**src/rtl/svo_tmds_dec.sv**
```systemverilog
// Single-channel TMDS receive decoder: finds symbol alignment by bitslipping until
// a run of control tokens is seen, then decodes DE / control / pixel data.
module svo_tmds_dec #(
  parameter int SEARCH_TIMEOUT = 4096,
  parameter int SLIP_WAIT      = 16,
  parameter int LOCK_TOKENS    = 8,
  parameter int LOSS_TIMEOUT   = 65536
) (
  input  logic       clk,
  input  logic       resetn,
  input  logic [9:0] din,
  output logic       bitslip,
  output logic       locked,
  output logic       de,
  output logic [1:0] ctrl,
  output logic [7:0] dout
);

  localparam int SCW = $clog2(SEARCH_TIMEOUT + 1);
  localparam int WCW = $clog2(SLIP_WAIT + 1);
  localparam int TCW = $clog2(LOCK_TOKENS + 1);
  localparam int LCW = $clog2(LOSS_TIMEOUT + 1);

  localparam logic [SCW-1:0] SCNT_LAST = SCW'(SEARCH_TIMEOUT - 1);
  localparam logic [WCW-1:0] WCNT_LAST = WCW'(SLIP_WAIT - 1);
  localparam logic [TCW-1:0] TCNT_LAST = TCW'(LOCK_TOKENS - 1);
  localparam logic [LCW-1:0] LCNT_LAST = LCW'(LOSS_TIMEOUT - 1);

  typedef enum logic [1:0] {
    ST_SEARCH,
    ST_SLIP_WAIT,
    ST_CONFIRM,
    ST_LOCKED
  } state_t;

  state_t         state_q, state_d;
  logic [SCW-1:0] scnt_q, scnt_d;
  logic [WCW-1:0] wcnt_q, wcnt_d;
  logic [TCW-1:0] tcnt_q, tcnt_d;
  logic [LCW-1:0] lcnt_q, lcnt_d;

  logic [9:0] din_q;
  logic       tok;
  logic [1:0] tok_ctrl;
  logic [7:0] q_byte;
  logic [7:0] dec_byte;

  logic       bitslip_q, bitslip_d;
  logic       locked_q, locked_d;
  logic       de_q, de_d;
  logic [1:0] ctrl_q, ctrl_d;
  logic [7:0] dout_q, dout_d;

  always_comb begin
    tok      = 1'b1;
    tok_ctrl = 2'b00;
    case (din_q)
      10'h354: tok_ctrl = 2'b00;
      10'h0AB: tok_ctrl = 2'b01;
      10'h154: tok_ctrl = 2'b10;
      10'h2AB: tok_ctrl = 2'b11;
      default: tok = 1'b0;
    endcase
  end

  // Inverse of the encoder's XOR/XNOR transition chain.
  always_comb begin
    q_byte      = din_q[9] ? ~din_q[7:0] : din_q[7:0];
    dec_byte    = 8'h00;
    dec_byte[0] = q_byte[0];
    for (int i = 1; i < 8; i++) begin
      dec_byte[i] = din_q[8] ? (q_byte[i] ^ q_byte[i-1]) : ~(q_byte[i] ^ q_byte[i-1]);
    end
  end

  always_ff @(posedge clk or negedge resetn) begin
    if (!resetn) begin
      state_q <= ST_SEARCH;
      scnt_q  <= '0;
      wcnt_q  <= '0;
      tcnt_q  <= '0;
      lcnt_q  <= '0;
    end else begin
      state_q <= state_d;
      scnt_q  <= scnt_d;
      wcnt_q  <= wcnt_d;
      tcnt_q  <= tcnt_d;
      lcnt_q  <= lcnt_d;
    end
  end

  always_comb begin
    state_d = state_q;
    scnt_d  = scnt_q;
    wcnt_d  = wcnt_q;
    tcnt_d  = tcnt_q;
    lcnt_d  = lcnt_q;
    case (state_q)
      ST_SEARCH: begin
        scnt_d = scnt_q + 1'b1;
        if (tok) begin
          if (LOCK_TOKENS == 1) begin
            state_d = ST_LOCKED;
            scnt_d  = '0;
            tcnt_d  = '0;
            lcnt_d  = '0;
          end else begin
            state_d = ST_CONFIRM;
            tcnt_d  = TCW'(1);
          end
        end else if (scnt_q >= SCNT_LAST) begin
          state_d = ST_SLIP_WAIT;
          scnt_d  = '0;
        end
      end
      ST_SLIP_WAIT: begin
        if (wcnt_q == WCNT_LAST) begin
          state_d = ST_SEARCH;
          wcnt_d  = '0;
        end else begin
          wcnt_d = wcnt_q + 1'b1;
        end
      end
      // A token that lands on the timeout cycle still loses to the slip.
      ST_CONFIRM: begin
        scnt_d = scnt_q + 1'b1;
        if (scnt_q >= SCNT_LAST) begin
          state_d = ST_SLIP_WAIT;
          scnt_d  = '0;
          tcnt_d  = '0;
        end else if (tok) begin
          if (tcnt_q == TCNT_LAST) begin
            state_d = ST_LOCKED;
            scnt_d  = '0;
            tcnt_d  = '0;
            lcnt_d  = '0;
          end else begin
            tcnt_d = tcnt_q + 1'b1;
          end
        end else begin
          state_d = ST_SEARCH;
          tcnt_d  = '0;
        end
      end
      ST_LOCKED: begin
        if (tok) begin
          lcnt_d = '0;
        end else if (lcnt_q == LCNT_LAST) begin
          state_d = ST_SEARCH;
          scnt_d  = '0;
          tcnt_d  = '0;
          lcnt_d  = '0;
        end else begin
          lcnt_d = lcnt_q + 1'b1;
        end
      end
      default: state_d = ST_SEARCH;
    endcase
  end

  // Outputs are gated by the next state so they register on the same edge as locked.
  always_comb begin
    bitslip_d = (state_q != ST_SLIP_WAIT) && (state_d == ST_SLIP_WAIT);
    locked_d  = (state_d == ST_LOCKED);
    de_d      = 1'b0;
    ctrl_d    = 2'b00;
    dout_d    = 8'h00;
    if (locked_d) begin
      if (tok) begin
        ctrl_d = tok_ctrl;
      end else begin
        de_d   = 1'b1;
        ctrl_d = ctrl_q;
        dout_d = dec_byte;
      end
    end
  end

  always_ff @(posedge clk or negedge resetn) begin
    if (!resetn) begin
      din_q     <= '0;
      bitslip_q <= 1'b0;
      locked_q  <= 1'b0;
      de_q      <= 1'b0;
      ctrl_q    <= 2'b00;
      dout_q    <= 8'h00;
    end else begin
      din_q     <= din;
      bitslip_q <= bitslip_d;
      locked_q  <= locked_d;
      de_q      <= de_d;
      ctrl_q    <= ctrl_d;
      dout_q    <= dout_d;
    end
  end

  assign bitslip = bitslip_q;
  assign locked  = locked_q;
  assign de      = de_q;
  assign ctrl    = ctrl_q;
  assign dout    = dout_q;

endmodule

```
**config.mk**
```make
export PLATFORM = sky130hd
export DESIGN_NAME = svo_tmds_dec
export DESIGN_NICKNAME = d
export VERILOG_FILES = /design/src/rtl/svo_tmds_dec.sv
export SDC_FILE = /design/constraint.sdc
export NUM_CORES = 1
export LEC_CHECK = 0
export ABC_AREA = 1
export CELL_PAD_IN_SITES_DETAIL_PLACEMENT = 0
export CELL_PAD_IN_SITES_GLOBAL_PLACEMENT = 1
export CORE_MARGIN = 10
export CORE_UTILIZATION = 40
export CTS_CLUSTER_SIZE = 14
export DETAILED_ROUTE_END_ITERATION = 8
export PLACE_DENSITY_LB_ADDON = 0.1
export SLEW_MARGIN = 20
export SYNTH_ARGS = -nofsm -noshare
export SYNTH_HDL_FRONTEND = slang
export SYNTH_SLANG_ARGS = --single-unit
```
**constraint.sdc**
```tcl
create_clock -name clk -period 1.8 [get_ports clk]
set_input_delay 0.45 -clock clk [delete_from_list [all_inputs] [get_ports clk]]
set_output_delay 0.45 -clock clk [all_outputs]
set_load 0.01 [all_outputs]
```
==> impl_results.rst, run 1 <==
.. list-table::
   :header-rows: 1

   * - Metric
     - Value
   * - Run status
     - finished, final reports clean
   * - Via count normalized by instance count
     - 4.82
   * - Top routing layer in use
     - met4
   * - Transition at the pin with the smallest max-transition slack
     - 0.429 ns
   * - Length of routed met2 wiring
     - 4.21 mm
   * - Violation count after the first detailed-routing iteration
     - 120
   * - Number of maximum-capacitance violations
     - 0
   * - Top cell type's share of synthesized area
     - 45.2%
   * - Clock slew at the register clock pins of the worst setup and hold paths
     - 0.08 ns
   * - Arrival time at the worst endpoint
     - 2.00 ns
   * - Initial Util
     - 40.8%
   * - Simple-Gate Fraction of Synth Area
     - 33.2%
   * - Routed wire per std cell
     - 13.5 microns
   * - Count of unique library cells instantiated by Yosys
     - 33
   * - Global-route wire length before repair
     - 14.6 mm
   * - Critical path endpoint category
     - flip-flop
   * - Post-layout minimum cycle time
     - 1.76 ns
   * - Vias post-DR
     - 3104
   * - Final WL
     - 8.71 mm
   * - Kind of critical path
     - reg2reg
   * - Worst max-slew margin expressed relative to the limit
     - 71.4%
   * - Area inside the core boundary
     - 0.00868 sq mm
   * - Synthesis warning total
     - 0
   * - # setup viols final
     - 0
   * - Final hold vios
     - 0
   * - Mapped Area
     - 0.00354 sq mm
   * - Layout overhead on the synthesized area
     - 34.3%
   * - Overall die width
     - 114 microns
   * - Largest net degree at the start of global routing
     - 40
   * - Drt first pass iters
     - 4
   * - Net Count, Synth
     - 466
   * - I/O pin cnt
     - 25
   * - Synth Area per Inst
     - 8.02 sq um
   * - Combinational family with the most area after synthesis
     - simple AND/OR/NAND/NOR gates
   * - Number of DRC violations after detailed routing
     - 0
   * - Cell count after synthesis
     - 442
   * - Most area-consuming cells after synthesis
     - sky130_fd_sc_hd__dfrtp_1 (45%), sky130_fd_sc_hd__nand2_1 (12%), sky130_fd_sc_hd__nor2_1 (5.8%)
   * - FFs w/ async S/R, synth
     - 100%
   * - Antenna Diode Count
     - 0
   * - Number of register bits inferred by synthesis
     - 64
   * - P per Cell Area
     - 622 mW/mm^2
   * - Fraction of synthesized area in multiplexers
     - 0%
   * - Clock latency of the later-clocked register in the worst-skew pair
     - 0.34 ns
   * - Cells after DPL
     - 618
   * - Number of global-route vias before repair
     - 3061
   * - HPWL Detailed
     - 6.12 mm
   * - Area of the die
     - 0.0130 sq mm
   * - Worst-case clock skew
     - 0.0117 ns
   * - Synthesized-area fraction occupied by ao, oa, aoi and oai cells
     - 5.08%
   * - Met3 layer wire length in the routed design
     - 284 microns
   * - Final estimated routing congestion in global placement
     - 0.802
   * - Sequential-to-total area share from yosys stat
     - 45.2%
   * - Maximum fanout encountered on the critical timing path
     - 7
   * - WL met1
     - 4.10 mm
   * - EDFF count, synth
     - 0
   * - Worst min-delay path category
     - in2async
   * - Worst-case hold slack
     - 0.0126 ns
   * - Data required time at the worst endpoint
     - 2.04 ns
   * - Site Rows
     - 34
   * - Setup repair after global routing missed its margin
     - yes
   * - Maximum resistive drop on vdd
     - 0.000324 V
   * - Non-filler cells in the finished layout
     - 644
   * - Number of buffers added by the clock tree synthesis step
     - 9
   * - Fraction of final layout cells with drive strength greater than 1
     - 25.6%
   * - Most used flip-flop cell after synthesis
     - sky130_fd_sc_hd__dfrtp_1
   * - Root buffer cell
     - sky130_fd_sc_hd__clkbuf_8
   * - Leakage Power
     - 2.33 nW
   * - Max Clk Rate
     - 568 MHz
   * - Antenna violations before repair
     - 0
   * - Share of synthesized cell area in full adder, half adder and majority cells
     - 4.24%
   * - Hold buffers post-CTS
     - 0
   * - PortBufs
     - 24
   * - Clock tree from TritonCTS
     - done
   * - Total Power Consumption
     - 0.00296 W
   * - Post-Synth XOR/XNOR Area
     - 5.69%
   * - Clock Path Buffers
     - 2
   * - Gr ovfl total
     - 0
   * - Number of sinks handled by clock tree synthesis
     - 64
   * - Max H-tree Level
     - 3
   * - Final Net Count
     - 556
   * - Critical Path Source Type
     - flip-flop
   * - Final number of max-transition violations
     - 0
   * - Height of the chip
     - 114 microns
   * - Global-route usage over all layers
     - 13.8%
   * - Ratio of final minimum period to clock period
     - 97.8%
   * - Post-DRT Antenna Nets
     - 0
   * - Largest area contributor in the synthesized netlist
     - sky130_fd_sc_hd__dfrtp_1
logic make-up (layout without fill, tap and decap cells):
logic type / after synthesis / after routing
XOR/XNOR: 23 / 23
adder cells (fa/ha/maj): 12 / 12
AND/OR/NAND/NOR: 258 / 260
AO/OA/AOI/OAI: 30 / 30
buffers and inverters: 55 / 147
flip-flops: 64 / 64
layer usage:
layer / up-vias / GRT usage (%)
met5: - / 0
met4: 0 / 3.68
met3: 11 / 3.83
met2: 41 / 22.2
met1: 1453 / 17.7
li1: 1599 / -
worst max-delay path, cell delays in order, from the launching register on:
cell                      delay, ns
sky130_fd_sc_hd__dfrtp_1       0.38
sky130_fd_sc_hd__ha_2          0.21
sky130_fd_sc_hd__nand3_2       0.09
sky130_fd_sc_hd__inv_2         0.10
sky130_fd_sc_hd__nand2_4       0.06
sky130_fd_sc_hd__nor2_4        0.13
sky130_fd_sc_hd__nand3_2       0.10
sky130_fd_sc_hd__nand2_4       0.13
sky130_fd_sc_hd__nand2_8       0.09
sky130_fd_sc_hd__buf_12        0.14
sky130_fd_sc_hd__nor2_4        0.14
sky130_fd_sc_hd__nor2_1        0.07
final timing paths:
check	start	endpoint	slack, ns	cells after the start
setup / recovery	lcnt_q[0]	scnt_q[8]	0.04	11
hold / removal	resetn	lcnt_q[14]	0.01	1
setup reg to reg	lcnt_q[0]	scnt_q[8]	0.04	11
hold reg to reg	wcnt_q[2]	wcnt_q[2]	0.50	1
max in group asynchronous	resetn	locked	1.25	2
min in group clk	wcnt_q[2]	wcnt_q[2]	0.50	1
registers in the layout (all words and copies together), names as in the netlist:
signal / flops
bitslip: 1
ctrl: 2
de: 1
din_q: 10
dout: 8
lcnt_q: 17
locked: 1
scnt_q: 13
state_q: 2
tcnt_q: 4
wcnt_q: 5
placed cells by master (no fill, tap or decap), types with 2 or more instances in the layout:
cell                              netlist  layout
sky130_fd_sc_hd__nand3_4                1       2
sky130_fd_sc_hd__nand3_2                1       7
sky130_fd_sc_hd__or2_2                  4       4
sky130_fd_sc_hd__xnor2_1               10      10
sky130_fd_sc_hd__nor3b_1                4       3
sky130_fd_sc_hd__inv_2                  5       4
sky130_fd_sc_hd__nand2_1              116     108
sky130_fd_sc_hd__xor2_1                13      13
sky130_fd_sc_hd__ha_2                   0       9
sky130_fd_sc_hd__a21o_1                 4       4
sky130_fd_sc_hd__clkdlybuf4s50_1        0      23
sky130_fd_sc_hd__bufinv_16              0       2
sky130_fd_sc_hd__buf_6                  3       2
sky130_fd_sc_hd__nand2_2                3       8
sky130_fd_sc_hd__dfrtp_1               64      64
sky130_fd_sc_hd__nor2_4                 3       9
sky130_fd_sc_hd__clkbuf_8               0       9
sky130_fd_sc_hd__nor2_2                 3       7
sky130_fd_sc_hd__clkinvlp_4             0       3
sky130_fd_sc_hd__ha_1                  12       3
sky130_fd_sc_hd__nand2_4                3       5
sky130_fd_sc_hd__a21oi_1               11      10
sky130_fd_sc_hd__nand3_1               41      36
sky130_fd_sc_hd__buf_12                 0       2
sky130_fd_sc_hd__o21ai_0               10       9
sky130_fd_sc_hd__nor2_1                55      45
sky130_fd_sc_hd__buf_4                  1      55
sky130_fd_sc_hd__nand4_1               14      14
sky130_fd_sc_hd__inv_1                 43      42
sky130_fd_sc_hd__nor3_1                 8       7
power breakdown:
part	switching (W)	internal (W)	total (W)	leakage, nW
Sequential	0.0000128	0.00145	0.00146	0.856
Clock	0.000583	0.000772	0.00136	0.0946
Combinational	0.0000710	0.0000704	0.000141	1.38
cell usage after synthesis, types with 2 or more instances:
library cell               number
sky130_fd_sc_hd__nor2_4         3
sky130_fd_sc_hd__ha_1          12
sky130_fd_sc_hd__o21ai_0       10
sky130_fd_sc_hd__a21o_1         4
sky130_fd_sc_hd__a21oi_1       11
sky130_fd_sc_hd__nor2_1        55
sky130_fd_sc_hd__nand2_1      116
sky130_fd_sc_hd__xor2_1        13
sky130_fd_sc_hd__dfrtp_1       64
sky130_fd_sc_hd__nand4_1       14
sky130_fd_sc_hd__nor2_2         3
sky130_fd_sc_hd__nor3_1         8
sky130_fd_sc_hd__inv_1         43
sky130_fd_sc_hd__buf_6          3
sky130_fd_sc_hd__xnor2_1       10
sky130_fd_sc_hd__nand2_2        3
sky130_fd_sc_hd__or2_2          4
sky130_fd_sc_hd__o21bai_2       2
sky130_fd_sc_hd__nand2_4        3
sky130_fd_sc_hd__nor3b_1        4
sky130_fd_sc_hd__inv_2          5
sky130_fd_sc_hd__nand3_1       41
area by class of cell:
cell class	instances	area (sq um)
Clock inverter	5	82.6
Clock buffer	10	128
Timing Repair Buffer	83	711
Sequential cell	64	1600
Fill cell	848	3920
Tap cell	108	135
Inverter	49	191
Multi-Input combinational cell	325	1910
through the flow:
| stage | util, % | setup WS (ns) | area (sq um) | TNS [ns] |
|---|---|---|---|---|
| detailed placement | 49.0 | -0.0679 | 4250 | -0.345 |
| floorplan | - | 0.00326 | 3540 | 0 |
| global placement | 49.0 | -0.0500 | 4250 | -0.192 |
| global route | 54.8 | -0.0623 | 4760 | -0.850 |
| CTS | 51.9 | -0.0101 | 4500 | -0.0152 |
| finish | 54.8 | 0.0391 | 4760 | 0 |
timing repair:
| item | CTS | global route |
|---|---|---|
| gates cloned | 1 | 1 |
| setup endpoints to repair | 21 | 40 |
| pin swaps | 1 | 10 |
| gates resized for setup | 7 | 48 |
| buffers inserted | 1 | 8 |
| hold endpoints to repair | 0 | 0 |
(Power assumes the default switching activity.)
==> run 2: changes to the inputs <==
--- a/config.mk
+++ b/config.mk
@@ -8,7 +8,6 @@
 export ABC_AREA = 1
 export CELL_PAD_IN_SITES_DETAIL_PLACEMENT = 0
 export CELL_PAD_IN_SITES_GLOBAL_PLACEMENT = 1
-export CORE_MARGIN = 10
 export CORE_UTILIZATION = 40
 export CTS_CLUSTER_SIZE = 14
 export DETAILED_ROUTE_END_ITERATION = 8
==> impl_results.rst, run 2 (same netlist as run 1, synthesis figures left out) <==
.. list-table::
   :header-rows: 1

   * - Metric
     - Value
   * - Run status
     - finished, final reports clean
   * - Number of DRC violations after detailed routing
     - 0 (unchanged)
   * - Antenna violations before repair
     - 0 (unchanged)
   * - Leakage Power
     - 2.34 nW (+0.21%)
   * - Global-route usage over all layers
     - 18.6% (+4.8 points)
   * - Number of cell instances on the worst register-to-register path
     - 11 (unchanged)
   * - Setup repair after global routing missed its margin
     - yes
   * - Highest-count cells in the layout ignoring fill and taps
     - sky130_fd_sc_hd__nand2_1 (109), sky130_fd_sc_hd__dfrtp_1 (64), sky130_fd_sc_hd__buf_4 (51), sky130_fd_sc_hd__nor2_1 (45), sky130_fd_sc_hd__inv_1 (40)
   * - Worst-case hold slack
     - 0.0852 ns (+0.0727 ns)
   * - Final number of max-transition violations
     - 0 (unchanged)
   * - I/O pin cnt
     - 25 (unchanged)
   * - Number of global-route vias before repair
     - 2811 (-8.2%)
   * - Vias post-DR
     - 3091 (-0.42%)
   * - Multi-input gate area
     - 0.00191 sq mm (-0.20%)
   * - End of the worst register-to-register path
     - scnt_q[12]
   * - Area inside the core boundary
     - 0.00838 sq mm (-3.4%)
   * - Routed wire per std cell
     - 13.0 microns (-3.9%)
   * - Final hold vios
     - 0 (unchanged)
   * - Data required time at the worst endpoint
     - 2.07 ns (+0.03 ns)
   * - P per Cell Area
     - 639 mW/mm^2 (+2.6%)
   * - Antenna Diode Count
     - 0 (unchanged)
   * - Initial Util
     - 42.3% (+1.4 points)
   * - Arrival time at the worst endpoint
     - 2.03 ns (+0.03 ns)
   * - Root buffer cell
     - sky130_fd_sc_hd__clkbuf_8
   * - Max H-tree Level
     - 3 (unchanged)
   * - Cells after DPL
     - 609 (-1.5%)
   * - GR met2 Demand/Resource
     - 29.2% (+6.9 points)
   * - Clock tree from TritonCTS
     - done
   * - Final estimated routing congestion in global placement
     - 0.813 (+1.5%)
   * - Critical path endpoint category
     - flip-flop
   * - Clock Path Buffers
     - 2 (unchanged)
   * - # setup viols final
     - 0 (unchanged)
   * - Largest net degree at the start of global routing
     - 65 (+63%)
   * - Via count normalized by instance count
     - 4.84 (+0.36%)
   * - Ratio of final minimum period to clock period
     - 97.8% (about the same)
   * - Final Net Count
     - 553 (-0.54%)
   * - Final WL
     - 8.30 mm (-4.7%)
   * - Clock slew at the register clock pins of the worst setup and hold paths
     - 0.08 ns (about the same)
   * - Busiest grt layer
     - met2
   * - Height of the chip
     - 96.1 microns (-16%)
   * - Number of maximum-capacitance violations
     - 0 (unchanged)
   * - Register-to-Register Setup Slack
     - 0.04 ns (about the same)
   * - Overall die width
     - 96.1 microns (-16%)
   * - Number of buffers added by the clock tree synthesis step
     - 9 (unchanged)
   * - Largest registers ranked by flip-flop count
     - lcnt_q (17), scnt_q (13), din_q (10)
   * - Hold buffers post-CTS
     - 0 (unchanged)
   * - Maximum fanout encountered on the critical timing path
     - 7 (unchanged)
   * - Area taken by flip-flops and latches
     - 0.00160 sq mm (unchanged)
   * - Gr ovfl total
     - 0 (unchanged)
   * - Post-layout minimum cycle time
     - 1.76 ns (+0.000288 ns)
   * - Launch point of the worst reg-to-reg path
     - din_q[0]
   * - Leading cell type in the layout, fill and taps excluded
     - sky130_fd_sc_hd__nand2_1
   * - Worst-case clock skew
     - 0.0159 ns (+0.00425 ns)
   * - Non-filler cells in the finished layout
     - 639 (-0.78%)
   * - Post-DRT Antenna Nets
     - 0 (unchanged)
   * - Area of the die
     - 0.00924 sq mm (-29%)
   * - Critical Path Source Type
     - flip-flop
   * - Max Clk Rate
     - 568 MHz (about the same)
   * - Met1 capacity usage during global routing
     - 25.9% (+8.2 points)
   * - Register containing the most flip-flops in the final layout
     - lcnt_q
   * - PortBufs
     - 24 (unchanged)
   * - Worst max-slew margin expressed relative to the limit
     - 69.9% (-1.5 points)
   * - Clock latency of the later-clocked register in the worst-skew pair
     - 0.34 ns (about the same)
   * - Fraction of final layout cells with drive strength greater than 1
     - 25.3% (-0.28 points)
   * - Violation count after the first detailed-routing iteration
     - 90 (-25%)
   * - Worst min-delay path category
     - in2async
   * - Layout overhead on the synthesized area
     - 33.8%
   * - HPWL Detailed
     - 5.56 mm (-9.2%)
   * - Site Rows
     - 33 (-2.9%)
   * - Transition at the pin with the smallest max-transition slack
     - 0.452 ns (+0.0231 ns)
   * - Kind of critical path
     - reg2reg
   * - Drt first pass iters
     - 4 (unchanged)
   * - Number of sinks handled by clock tree synthesis
     - 64 (unchanged)
   * - Final-layout fill cell count
     - 763 (-10%)
   * - Max FFs per register
     - 17 (unchanged)
   * - Global-route wire length before repair
     - 13.0 mm (-11%)
   * - Maximum resistive drop on vdd
     - 0.000459 V (+42%)
   * - Met3 track demand over resource in global routing
     - 3.24% (-0.59 points)
-- run 2: cell count changes in the layout (fill, tap and decap cells not counted), sizes merged --
cell      change
inv           +1
clkinvlp      -3
buf           -3
clkinv        +3
-- run 2: layout make-up --
class                           count  share of cell area, %
Tap cell                          105                   2.77
Multi-Input combinational cell    325                   40.2
Clock inverter                      6                   1.93
Sequential cell                    64                   33.8
Timing Repair Buffer               80                   14.4
Clock buffer                       10                   2.90
Inverter                           49                   4.04
-- run 2: worst max path at each step --
stage	from	endpoint	slack [ns]	cells after the start
floorplan	scnt_q[0]	lcnt_q[8]	0.003	12
global placement	din_q[5]	scnt_q[3]	-0.06	11
detailed placement	din_q[5]	scnt_q[3]	-0.06	11
CTS	din_q[2]	scnt_q[10]	0.006	12
global route	din_q[4]	scnt_q[12]	-0.07	11
finish	din_q[0]	scnt_q[12]	0.04	11
-- run 2: metal layers --
layer | vias up | share of wire (%)
met5 | - | 0
met4 | 0 | 0.67
met3 | 4 | 2.9
met2 | 45 | 46
met1 | 1444 | 50
li1 | 1598 | -
-- run 2: repair_timing --
action,4_1_cts,5_1_grt
setup endpoints to repair,7,46
hold endpoints to repair,0,0
gates resized for setup,2,55
setup buffers,0,12
pin swaps,0,21
gates cloned,0,2
-- run 2: report_power, final --
part           switching (W)  total, W  internal [W]
registers          0.0000134   0.00147       0.00145
clock network       0.000605   0.00143      0.000825
logic              0.0000667  0.000133     0.0000659
total               0.000685   0.00303       0.00234
-- run 2: worst max-delay path, cell delays in order (launching register included) --
cell	delay, ns
sky130_fd_sc_hd__dfrtp_1	0.41
sky130_fd_sc_hd__inv_1	0.07
sky130_fd_sc_hd__ha_2	0.16
sky130_fd_sc_hd__nand2_1	0.06
sky130_fd_sc_hd__nor2_2	0.18
sky130_fd_sc_hd__nor2_4	0.08
sky130_fd_sc_hd__inv_4	0.09
sky130_fd_sc_hd__nand2_1	0.07
sky130_fd_sc_hd__buf_4	0.14
sky130_fd_sc_hd__nor3b_1	0.27
sky130_fd_sc_hd__nand2_1	0.08
sky130_fd_sc_hd__o21ai_0	0.07
-- run 2: metrics by stage --
step	utilization, %	area, sq um	setup TNS, ns	power [W]	setup slack, ns
3_3_place_gp	50.1	4200	-0.202	0.00162	-0.0554
6_report	56.6	4740	0	0.00303	0.0389
4_1_cts	52.9	4440	0	0.00306	0.00602
2_1_floorplan	-	3540	0	0.00155	0.00326
5_1_grt	56.6	4740	-0.529	0.00315	-0.0677
3_5_place_dp	50.1	4200	-0.190	0.00162	-0.0562
==> run 3: changes to the inputs <==
--- a/config.mk
+++ b/config.mk
@@ -9,8 +9,10 @@
 export CELL_PAD_IN_SITES_DETAIL_PLACEMENT = 0
 export CELL_PAD_IN_SITES_GLOBAL_PLACEMENT = 1
 export CORE_UTILIZATION = 40
+export CTS_CLUSTER_DIAMETER = 150
 export CTS_CLUSTER_SIZE = 14
 export DETAILED_ROUTE_END_ITERATION = 8
+export GPL_ROUTABILITY_DRIVEN = 0
 export PLACE_DENSITY_LB_ADDON = 0.1
 export SLEW_MARGIN = 20
 export SYNTH_ARGS = -nofsm -noshare
==> results of run 3 <==
Same layout as run 2: the final DEF is identical, and so are final timing and power.
